===== src/rtl/timer_pkg.sv =====
// timer_pkg: shared constants, types and helpers for the tick-delay element.
//   TIMER_MAX_DELAY_DEFAULT   : default longest delay in cycles
//   TIMER_RESET_DELAY_DEFAULT : default delay applied after reset
//   delay_t                   : delay/count field at the default size
//   clamp_delay(value, max)   : maps a raw delay request onto 1..max
package timer_pkg;

  localparam int unsigned TIMER_MAX_DELAY_DEFAULT   = 16;
  localparam int unsigned TIMER_RESET_DELAY_DEFAULT = 4;
  localparam int unsigned TIMER_DW = $clog2(TIMER_MAX_DELAY_DEFAULT + 1);

  typedef logic [TIMER_DW-1:0] delay_t;

  // A zero request would mean "no delay", which the line cannot express,
  // so it is promoted to the shortest real delay of one cycle.
  function automatic int unsigned clamp_delay(input int unsigned value,
                                              input int unsigned max_delay);
    if (value == 0) return 1;
    if (value > max_delay) return max_delay;
    return value;
  endfunction

endpackage


===== src/rtl/delay_timer.sv =====
// delay_timer: runtime-configurable tick-delay line. Every sampled
// timer_input level reappears on timer_output exactly delay_active cycles
// later. A new delay is only adopted while the line is empty (or on a
// clear), so pulses already in flight keep the delay they entered with.
//
// Ports:
//   clk          in   rising-edge clock
//   rst_n        in   asynchronous active-low reset
//   timer_input  in   level to delay, sampled every rising edge
//   delay_cfg    in   requested delay (0 -> 1, >MAX_DELAY -> MAX_DELAY)
//   clear        in   synchronous flush of every in-flight bit
//   timer_output out  delayed level, tap of the shift register
//   busy         out  at least one 1-bit in the line (incl. timer_output)
//   delay_active out  delay currently applied
//   in_flight    out  number of 1-bits inside the active window
module delay_timer
  import timer_pkg::*;
#(
  parameter int unsigned MAX_DELAY   = TIMER_MAX_DELAY_DEFAULT,
  parameter int unsigned RESET_DELAY = TIMER_RESET_DELAY_DEFAULT,
  parameter int unsigned DW          = $clog2(MAX_DELAY + 1)
) (
  input  logic          clk,
  input  logic          rst_n,
  input  logic          timer_input,
  input  logic [DW-1:0] delay_cfg,
  input  logic          clear,
  output logic          timer_output,
  output logic          busy,
  output logic [DW-1:0] delay_active,
  output logic [DW-1:0] in_flight
);

  logic [MAX_DELAY-1:0] sr;
  logic [MAX_DELAY-1:0] sr_next;
  logic [DW-1:0]        d_req;
  logic [DW-1:0]        in_flight_next;
  logic                 tap;
  logic                 accept;
  logic                 apply_delay;

  assign d_req = DW'(clamp_delay(32'(delay_cfg), MAX_DELAY));

  // Output tap is the last position of the active window, sr[D-1].
  always_comb begin
    tap = 1'b0;
    for (int i = 0; i < int'(MAX_DELAY); i++) begin
      if (DW'(i + 1) == delay_active) tap = sr[i];
    end
  end

  // Shift inside the window only; positions at or beyond D stay zero so a
  // later, longer delay never exposes stale bits.
  always_comb begin
    sr_next = '0;
    if (!clear) begin
      sr_next[0] = timer_input;
      for (int i = 1; i < int'(MAX_DELAY); i++) begin
        if (DW'(i) < delay_active) sr_next[i] = sr[i-1];
      end
    end
  end

  assign accept = timer_input & ~clear;

  // One bit enters at sr[0] and one may leave from the tap; both together
  // leave the count unchanged.
  always_comb begin
    if (clear) in_flight_next = '0;
    else       in_flight_next = in_flight + DW'(accept) - DW'(tap);
  end

  // The delay may only change while nothing is in flight; a clear empties
  // the line on the same edge, so the change can ride along with it.
  assign apply_delay = (in_flight == '0) || clear;

  always_ff @(posedge clk or negedge rst_n) begin
    if (!rst_n) begin
      sr           <= '0;
      in_flight    <= '0;
      delay_active <= DW'(RESET_DELAY);
    end else begin
      sr        <= sr_next;
      in_flight <= in_flight_next;
      if (apply_delay) delay_active <= d_req;
    end
  end

  assign timer_output = tap;
  assign busy         = (in_flight != '0);

endmodule


===== config.mk =====
export PLATFORM = sky130hd
export DESIGN_NAME = delay_timer
export DESIGN_NICKNAME = d
export VERILOG_FILES = /design/src/rtl/timer_pkg.sv /design/src/rtl/delay_timer.sv
export SDC_FILE = /design/constraint.sdc
export NUM_CORES = 1
export LEC_CHECK = 0
export ABC_AREA = 1
export BUFFER_PORTS_ARGS = -buffer_cell sky130_fd_sc_hd__buf_2
export CAP_MARGIN = 30
export CORE_MARGIN = 1
export CORE_UTILIZATION = 50
export CTS_BUF_LIST = sky130_fd_sc_hd__clkbuf_4 sky130_fd_sc_hd__clkbuf_8 sky130_fd_sc_hd__clkbuf_16
export DETAILED_ROUTE_END_ITERATION = 16
export GPL_TIMING_DRIVEN = 0
export HOLD_SLACK_MARGIN = 0.15
export PLACE_DENSITY = 0.79
export RECOVER_POWER = 100
export SYNTH_ARGS = -nofsm -noshare
export SYNTH_HDL_FRONTEND = slang
export SYNTH_SLANG_ARGS = --single-unit

===== constraint.sdc =====
create_clock -name clk -period 2.5 [get_ports clk]
set_input_delay 0.125 -clock clk [delete_from_list [all_inputs] [get_ports clk]]
set_output_delay 0.125 -clock clk [all_outputs]
set_load 0.02 [all_outputs]

==> results of run 1 <==
## kinds of logic after synthesis
group	Yosys count	synth area share [%]
simple gates	85	28.0
buf+inv	34	10.8
flops	26	45.5
compound gates	19	7.77
fa+ha+maj	7	6.64
xor+xnor	2	1.22
## worst max-delay path by stage
| stage | start | endpoint | slack, ps |
|---|---|---|---|
| floorplan | delay_active[2] | in_flight[4] | -210 |
| global placement | delay_active[2] | in_flight[4] | -230 |
| detailed placement | delay_active[2] | in_flight[4] | -260 |
| CTS | delay_active[2] | in_flight[4] | -260 |
| global route | delay_active[2] | in_flight[4] | -470 |
| finish | delay_active[2] | in_flight[4] | -250 |
## cells in the mapped netlist, types with 2 or more instances
cell type   n  area, sq um
buf_6       3         33.8
a21oi_1     6         30.0
nand2_2     2         12.5
dfrtp_1    25          626
o22ai_1     3         18.8
nand3_2     3         30.0
nor3_1      6         30.0
ha_1        6         75.1
a31oi_1     3         18.8
nor3b_1     3         22.5
o21ai_0     3         15.0
inv_1      26         97.6
nor2_1     25         93.8
inv_2       3         11.3
nand3_1     9         45.0
nand2_1    33          124
## layer usage
metal | track usage [%] | wire, microns | up-vias
met5 | 0 | 0 | -
met4 | 10.4 | 38 | 0
met3 | 2.58 | 87 | 4
met2 | 41.7 | 1780 | 31
met1 | 30.7 | 1420 | 629
li1 | - | - | 634
## flip-flops by register name, summed over array words and instances, names as in the netlist
register and flops:
in_flight 5, delay_active 5, sr 16
## stage by stage
step | hold WS, ps | power (mW) | instances | setup WS (ps)
floorplan | -171 | 1.07 | 173 | -209
finish | 202 | 1.60 | 247 | -250
CTS | 202 | 1.54 | 243 | -258
detailed placement | 154 | 1.26 | 224 | -264
global placement | 147 | 1.24 | 224 | -232
global route | 245 | 1.72 | 247 | -468
## final cells by class
type	count	area, sq um	share of cell area (%)
flip-flops and latches	26	652	35.3
plain buffers	4	37.5	2.03
inverters	30	118	6.37
well taps	31	38.8	2.10
clock buffers	4	36.3	1.96
multi-input cells	113	706	38.2
repair buffers	39	259	14.0
## repair_timing
item / in CTS / in global routing
pin swaps: 0 / 4
setup endpoints to repair: 4 / 4
endpoints found under the hold margin: 31 / 0
gates cloned: 1 / 0
gates resized for setup: 7 / 6
hold buffers: 11 / 0
buffers inserted: 3 / 4
## critical path, cell delays in order, from the launching register on
cell,delay [ps]
dfstp_2,590
buf_6,130
nand2_2,60
nand3_2,60
nand2_1,40
inv_1,50
nand3_2,50
nand2_1,60
nand2_1,50
nand2_1,60
nand4_1,100
nand2_2,100
nand3_4,80
ha_4,220
inv_2,60
ha_4,120
inv_2,30
fa_2,350
nor2_2,90
nor2_1,40
nor2_1,80
nor2_1,50
xor2_1,120
nor2_1,50
## power by group through the flow
stage / Combinational [mW] / Clock, mW / Sequential (mW)
2_1_floorplan: 0.466 / 0 / 0.607
6_report: 0.832 / 0.215 / 0.550
4_1_cts: 0.776 / 0.216 / 0.548
5_1_grt: 0.924 / 0.235 / 0.557
3_5_place_dp: 0.708 / 0 / 0.553
3_3_place_gp: 0.690 / 0 / 0.548
==> impl_metrics.yaml, run 1 <==
outcome:
  status: "finished with violations"
  failed_checks: "setup timing"
hold_path:
  hp-class: "primary input to register"
  min_path_cells: 4
  hp-start: "clear"
  worstHoldEndpoint: "in_flight[2]"
global_route:
  grt_pass1_wl_microns: 5820
  antenna_found_initial: 0
  grt-ovfl-total: 0
  grt_max_degree: 27
  grt_pass1_vias: 1313
  groute.usage.overall_pct: 24.1
pwr:
  vdd_drop_max_mv: 0.833
  p_seq_share_pct: 34.4
  switching_share_pct: 43.8
  clkPwrFrac_pct: 13.5
  power_density_nw_per_um2: 865
  leakage_nw: 0.918
  power_frac_comb_pct: 52.1
  p_sw_uw: 699
  intPower_uw: 898
placed_design:
  place_area_sq_um: 1610
  gp_routability_congestion: 0.916
  dp_hpwl_microns: 2220
  port_buffers: 20
finish:
  diodes: 0
  utilization_pct: 67.6
  drive_above_1_share_pct: 27.3
  area_growth_pct: 28.9
  fillCellCount: 224
  stdcell_area_sq_um: 1850
  final_cell_mix: "31 x nand2_1, 25 x dfrtp_1, 23 x inv_1"
  final_nets: 233
  final_common_cell: "nand2_1"
floorplan:
  chipHeight_microns: 55.5
  initial_core_util_pct: 52.4
  fp.dieW_microns: 55.5
  ios: 21
  num_rows: 19
  core_region_area_sq_um: 2730
  die_area_sq_um: 3080
worst_setup_path:
  arrival_ps: 2960
  startpoint_type: "register"
  rr_worst_depth: 23
  r2r_slack_ps: -250
  crit_type: "register to register"
  r2r_start: "delay_active[2]"
  crit_fanout: 5
  end_kind: "register"
  r2r_end: "in_flight[4]"
  required_ps: 2710
logic_synthesis:
  yosysUniqueCellTypes: 30
  syn_inst: 173
  syn_nets: 189
  yosysSeqAreaShare_pct: 45.5
  synthFlopType: "dfrtp_1"
  netlist_area_sq_um: 1430
  ys_ff_latch: 26
  synth-edff-count: 0
  synth.avg_cell_area_sq_um: 8.28
  synthArstFlopShare_pct: 100
  ys_warn_count: 0
timing:
  slew_violations: 0
  fin_tns_setup_ps: -392
  period_needed_ps: 2750
  rsz0062_at_grt: "yes"
  finalHoldViolCount: 0
  fin_skew_ps: 2.12
  setup_viol: 4
  timing.final.crit_share_pct: 110
  fin_ws_ps: -250
  fmax_ghz: 0.364
  tightest_slew_ps: 1390
  maxSlewHeadroom_pct: 7.32
flow_run:
  drv_cap: 0
clocking:
  path_clk_slew_ps: 140
  clock_path_buffers: 2
  cts.sinks: 26
  cts_tree: "built"
  clk_latency_ps: 320
  h-tree-depth: 1
  numCtsBuffers: 3
  clockRootBuffer: "clkbuf_4"
routing:
  finalWirelength_microns: 3320
  first_iter_violations: 45
  first_pass_iters: 5
  postRouteAntennaNets: 0
  avgViaCountPerCell: 5.26
  vias: 1298
  drc: 0
  wl_per_cell_microns: 13.5
Note: power is estimated with default switching activity, not from simulation.
==> inputs of run 2 (changes only) <==
--- a/config.mk
+++ b/config.mk
@@ -12,7 +12,7 @@
 export CORE_UTILIZATION = 50
 export CTS_BUF_LIST = sky130_fd_sc_hd__clkbuf_4 sky130_fd_sc_hd__clkbuf_8 sky130_fd_sc_hd__clkbuf_16
 export DETAILED_ROUTE_END_ITERATION = 16
-export GPL_TIMING_DRIVEN = 0
+export GPL_TIMING_DRIVEN = 1
 export HOLD_SLACK_MARGIN = 0.15
 export PLACE_DENSITY = 0.79
 export RECOVER_POWER = 100
==> run 2 against run 1 <==
Compared with the run above: the flow still finishes with violations (setup timing); worst hold slack gained 320 ps; via count up 12%; setup slack worse by 24 ps; count of clock-buffer cells in the layout did not move; final cell count increased by 11%; sequential share of layout area down 3.8 points; utilization is 8.4 points higher; total power up 12%; clock skew is 0.57 ps lower; sequential power rose by 5.8%; register-to-register slack lost 20 ps; global-route usage rose by 5.4 points; largest power group unchanged.
==> impl_metrics.yaml, run 2 (synthesis gave the netlist of run 1 again) <==
outcome:
  status: "finished with violations"
  failed_checks: "setup timing"
finish:
  largest_reg_flops: 16
  diodes: 0
  stdcell_area_sq_um: 2080
  final_nets: 259
  fillCellCount: 197
  drive_above_1_share_pct: 35.5
  area_growth_pct: 45.0
  final_cell_mix: "30 x nand2_1, 30 x buf_4, 24 x inv_1"
  regMostFlops: "sr"
  reg.largest.list: "sr: 16 flops, delay_active: 5 flops, in_flight: 5 flops"
global_route:
  grt_pass1_vias: 1520
  grt_max_degree: 27
  groute.usage.overall_pct: 29.6
  antenna_found_initial: 0
  grt_pass1_wl_microns: 6930
  grt-ovfl-total: 0
flow_run:
  drv_cap: 0
worst_setup_path:
  cp.buffers_inverters: 5
  r2r_slack_ps: -270
  cpPeakStageDelay_ps: 590
  startpoint_type: "register"
  crit_slowest_cell: "dfstp_2"
  path_cells: "buf_6, buf_4, nand3_2, nand2_1, inv_1, nand3_2, nand2_1, nand2_1, nand2_1, nand4_1, nand2_2, nand3_4, ha_4, inv_2, ha_4, inv_2, fa_2, nor2_2, nor2_2, nor2_1, nor2_1, xor2_1, nor2_1"
  arrival_ps: 3050
  crit_fanout: 4
  required_ps: 2770
  path_common_cell: "nand2_1"
  end_kind: "register"
  crit_type: "register to register"
  crit_family: "simple AND/OR/NAND/NOR gates"
floorplan:
  core_region_area_sq_um: 2730
  chipHeight_microns: 55.5
  die_area_sq_um: 3080
  fp.dieW_microns: 55.5
  ios: 21
  num_rows: 19
  initial_core_util_pct: 52.4
routing:
  avgViaCountPerCell: 5.32
  finalWirelength_microns: 4260
  vias: 1451
  drc: 0
  first_pass_iters: 4
  wl_per_cell_microns: 15.6
  first_iter_violations: 54
  postRouteAntennaNets: 0
placed_design:
  dp_hpwl_microns: 2700
  gp_routability_congestion: 0.864
  dpl_worst_slack_ps: -305
  place_area_sq_um: 1770
  port_buffers: 20
hold_path:
  hp-class: "register to register"
timing:
  timing.final.crit_share_pct: 111
  fmax_ghz: 0.360
  fin_skew_ps: 1.55
  tightest_slew_ps: 1420
  maxSlewHeadroom_pct: 5.11
  finalHoldViolCount: 0
  rsz0062_at_grt: "yes"
  fin_ws_ps: -274
  slew_violations: 0
  setup_viol: 4
  period_needed_ps: 2770
clocking:
  cts.sinks: 26
  clock_path_buffers: 2
  cts_tree: "built"
  clk_latency_ps: 330
  path_clk_slew_ps: 140
  numCtsBuffers: 3
  clockRootBuffer: "clkbuf_4"
  h-tree-depth: 1
pwr:
  leakage_nw: 1.06
  power_density_nw_per_um2: 864
  vdd_drop_max_mv: 0.935
run 2: cell types whose count changed in the layout (fill, tap and decap cells not counted), sizes merged:
cell         delta
clkbuf          -2
buf            +23
dlygate4sd3     +5
run 2: per-layer routing:
layer  vias up  global-route usage, %  share of wire, %
met4         0                   18.9               5.0
met1       688                   32.9                36
met5         -                      0                 0
li1        683                      -                 -
met2        59                   50.8                52
met3        21                   6.56               6.4
run 2: worst register-to-register path: stages, from the launching register on:
cell	delay [ps]
dfstp_2	590
buf_6	120
buf_4	110
nand3_2	80
nand2_1	80
inv_1	50
nand3_2	50
nand2_1	50
nand2_1	60
nand2_1	40
nand4_1	80
nand2_2	80
nand3_4	80
ha_4	200
inv_2	50
ha_4	120
inv_2	40
fa_2	350
nor2_2	100
nor2_2	40
nor2_1	80
nor2_1	60
xor2_1	130
nor2_1	80
run 2: timing repair:
action / in CTS / in global routing
gates resized for setup: 12 / 12
hold buffers: 16 / 0
setup endpoints to repair: 4 / 4
pin swaps: 1 / 2
endpoints found under the hold margin: 39 / 0
setup buffers: 5 / 2
run 2: path summary, 6_finish.rpt:
kind / startpoint / end / depth (start not counted)
worst max register to register: delay_active[2] / in_flight[4] / 23
worst min register to register: sr[9] / sr[10] / 2
max in group asynchronous: rst_n / delay_active[0] / 2
worst min-delay path: sr[9] / sr[10] / 2
min in group asynchronous: rst_n / sr[3] / 2
worst max-delay path: delay_active[2] / in_flight[4] / 23
run 2: per-stage QoR:
stage / utilization, % / TNS, ps / hold slack, ps / instances / power [mW]
after floorplan: - / -217 / -171 / 173 / 1.07
after detailed placement: 64.8 / -582 / 163 / 247 / 1.42
final: 76.0 / -505 / 525 / 273 / 1.80
after CTS: 74.5 / -397 / 329 / 272 / 1.73
after global placement: 64.8 / -379 / 147 / 247 / 1.37
after global routing: 76.0 / -1140 / 550 / 273 / 1.90
run 2: cell type report:
type	count	area (sq um)	share of cell area [%]
Timing Repair Buffer	69	512	24.6
Multi-Input combinational cell	113	724	34.9
Inverter	30	118	5.66
Tap cell	31	38.8	1.87
Sequential cell	26	654	31.5
Clock buffer	4	30.0	1.45
run 2: where the power goes:
part / internal (mW) / switching [mW]
combinational: 0.444 / 0.568
sequential: 0.481 / 0.101
clock: 0.0735 / 0.128
==> inputs of run 3 (changes only) <==
--- a/config.mk
+++ b/config.mk
@@ -9,12 +9,12 @@
 export BUFFER_PORTS_ARGS = -buffer_cell sky130_fd_sc_hd__buf_2
 export CAP_MARGIN = 30
 export CORE_MARGIN = 1
-export CORE_UTILIZATION = 50
+export CORE_UTILIZATION = 25
 export CTS_BUF_LIST = sky130_fd_sc_hd__clkbuf_4 sky130_fd_sc_hd__clkbuf_8 sky130_fd_sc_hd__clkbuf_16
 export DETAILED_ROUTE_END_ITERATION = 16
 export GPL_TIMING_DRIVEN = 1
 export HOLD_SLACK_MARGIN = 0.15
-export PLACE_DENSITY = 0.79
+export PLACE_DENSITY = 0.48
 export RECOVER_POWER = 100
 export SYNTH_ARGS = -nofsm -noshare
 export SYNTH_HDL_FRONTEND = slang
==> run 3 against run 2 <==
Compared with the run above: die area increased by 96%; clock skew rose by 8.2 ps; the run still ends with setup timing left; total power is 2.5% higher; maximum frequency grew 1.3%; critical endpoint unchanged; combinational power decreased by 8%; count of clock-buffer cells in the layout decreased by 1; global-route usage down 17 points; clock power grew 77%; sequential power shrank 4.6%; design area is 1.0% lower; first-iteration DRC count down 26%.
==> impl_metrics.yaml, run 3 (synthesis gave the netlist of run 1 again) <==
finish:
  final_nets: 248
  diodes: 0
  drive_above_1_share_pct: 35.5
  largest_reg_flops: 16
  final_common_cell: "nand2_1"
  regMostFlops: "sr"
  stdcell_area_sq_um: 2060
  area_growth_pct: 43.5
  reg.largest.list: "sr: 16 flops, delay_active: 5 flops, in_flight: 5 flops"
  final_cell_mix: "31 x nand2_1, 27 x buf_4, 23 x dfrtp_1"
worst_setup_path:
  path_cells: "buf_6, inv_2, nand2_1, nand3_2, nand2_1, inv_2, nand3_2, nand2_1, nand2_1, nand2_1, nand4_1, nand2_2, nand3_4, ha_4, inv_2, ha_4, inv_2, fa_2, nor2_1, nor2_1, nor2_1, nor2_1, xor2_1, nor2_1"
  arrival_ps: 2900
  startpoint_type: "register"
  required_ps: 2670
  cp-endpoint: "in_flight[4]"
  crit_fanout: 5
  critPathLaunch: "delay_active[2]"
  end_kind: "register"
  rr_worst_depth: 24
  r2r_slack_ps: -240
  crit_slowest_cell: "dfstp_2"
  crit_type: "register to register"
  r2r_start: "delay_active[2]"
  cpPeakStageDelay_ps: 560
  r2r_end: "in_flight[4]"
placed_design:
  dpl_worst_slack_ps: -283
  place_area_sq_um: 1800
  port_buffers: 20
  gp_routability_congestion: 0.801
  dp_hpwl_microns: 2650
timing:
  tightest_slew_ps: 1440
  finalHoldViolCount: 0
  rsz0062_at_grt: "yes"
  period_needed_ps: 2740
  fin_ws_ps: -239
  fin_tns_setup_ps: -274
  fin_skew_ps: 9.73
  setup_viol: 2
  maxSlewHeadroom_pct: 4.26
  fmax_ghz: 0.365
  slew_violations: 0
  timing.final.crit_share_pct: 110
  hold_ws_ps: 200
floorplan:
  chipHeight_microns: 77.7
  die_area_sq_um: 6040
  num_rows: 27
  ios: 21
  fp.dieW_microns: 77.7
  core_region_area_sq_um: 5510
  initial_core_util_pct: 26.0
global_route:
  grt_pass1_wl_microns: 5820
  grt_pass1_vias: 1273
  antenna_found_initial: 0
  groute.usage.overall_pct: 12.4
  grt_max_degree: 27
  grt-ovfl-total: 0
flow_run:
  drv_cap: 0
routing:
  wl_per_cell_microns: 11.6
  finalWirelength_microns: 3520
  postRouteAntennaNets: 0
  first_pass_iters: 4
  vias: 1314
  avgViaCountPerCell: 4.34
  first_iter_violations: 40
  drc: 0
pwr:
  vdd_drop_max_mv: 0.420
  total_power_mw: 1.84
  power_density_nw_per_um2: 896
  leakage_nw: 1.02
clocking:
  cts.sinks: 26
  clk_latency_ps: 280
  h-tree-depth: 1
  cts_tree: "built"
  clock_path_buffers: 2
  numCtsBuffers: 3
  path_clk_slew_ps: 100
  clockRootBuffer: "clkbuf_8"
outcome:
  failed_checks: "setup timing"
  status: "finished with violations"
hold_path:
  hp-class: "primary input to register"
run 3: repair_timing:
action | 4_1_cts | 5_1_grt
endpoints found under the hold margin | 31 | 0
gates cloned | 0 | 0
pin swaps | 0 | 2
endpoints found under the setup margin | 3 | 4
setup buffers | 3 | 4
gates resized for setup | 5 | 16
hold buffers | 7 | 0
run 3: per-stage QoR:
stage,util (%),std cells
final,37.3,303
after global placement,32.7,285
after global routing,37.3,303
after CTS,35.8,299
after detailed placement,32.7,285
after floorplan,-,173
run 3: cell type report:
type,instances,area (sq um)
multi-input combinational,113,703
inverter,30,118
clock buffer,3,41.3
timing repair buffer,58,419
fill,563,3450
clock inverter,1,30.0
tap,72,90.1
sequential,26,654
run 3: critical path: cells and delay by family, from the launching register on:
| family | cells | cell delay, ps |
|---|---|---|
| xor gates and xnor gates | 1 | 120 |
| adders and majority gates | 3 | 690 |
| buffers and inverters | 5 | 300 |
| DFF | 1 | 560 |
| and+or+nand+nor | 15 | 960 |
run 3: power by group:
group / internal, mW / switching (mW)
Sequential: 0.482 / 0.0736
Clock: 0.214 / 0.141
Combinational: 0.412 / 0.519
Total: 1.11 / 0.733
run 3: how the worst min path moves through the flow:
stage                      from               to  slack [ps]  depth (start not counted)
after detailed placement  rst_n            sr[7]         170                          1
after global routing      clear            sr[3]         210                          3
after floorplan           rst_n  delay_active[0]        -170                          0
after global placement    rst_n            sr[7]         170                          1
after CTS                 clear            sr[5]         190                          3
final                     clear            sr[3]         200                          3
run 3: layer usage:
layer	vias up	track usage [%]	share of wire [%]
li1	664	-	-
met1	610	17.0	48
met2	36	20.0	46
met3	4	2.24	5.1
met4	0	3.40	0.85
met5	-	0	0
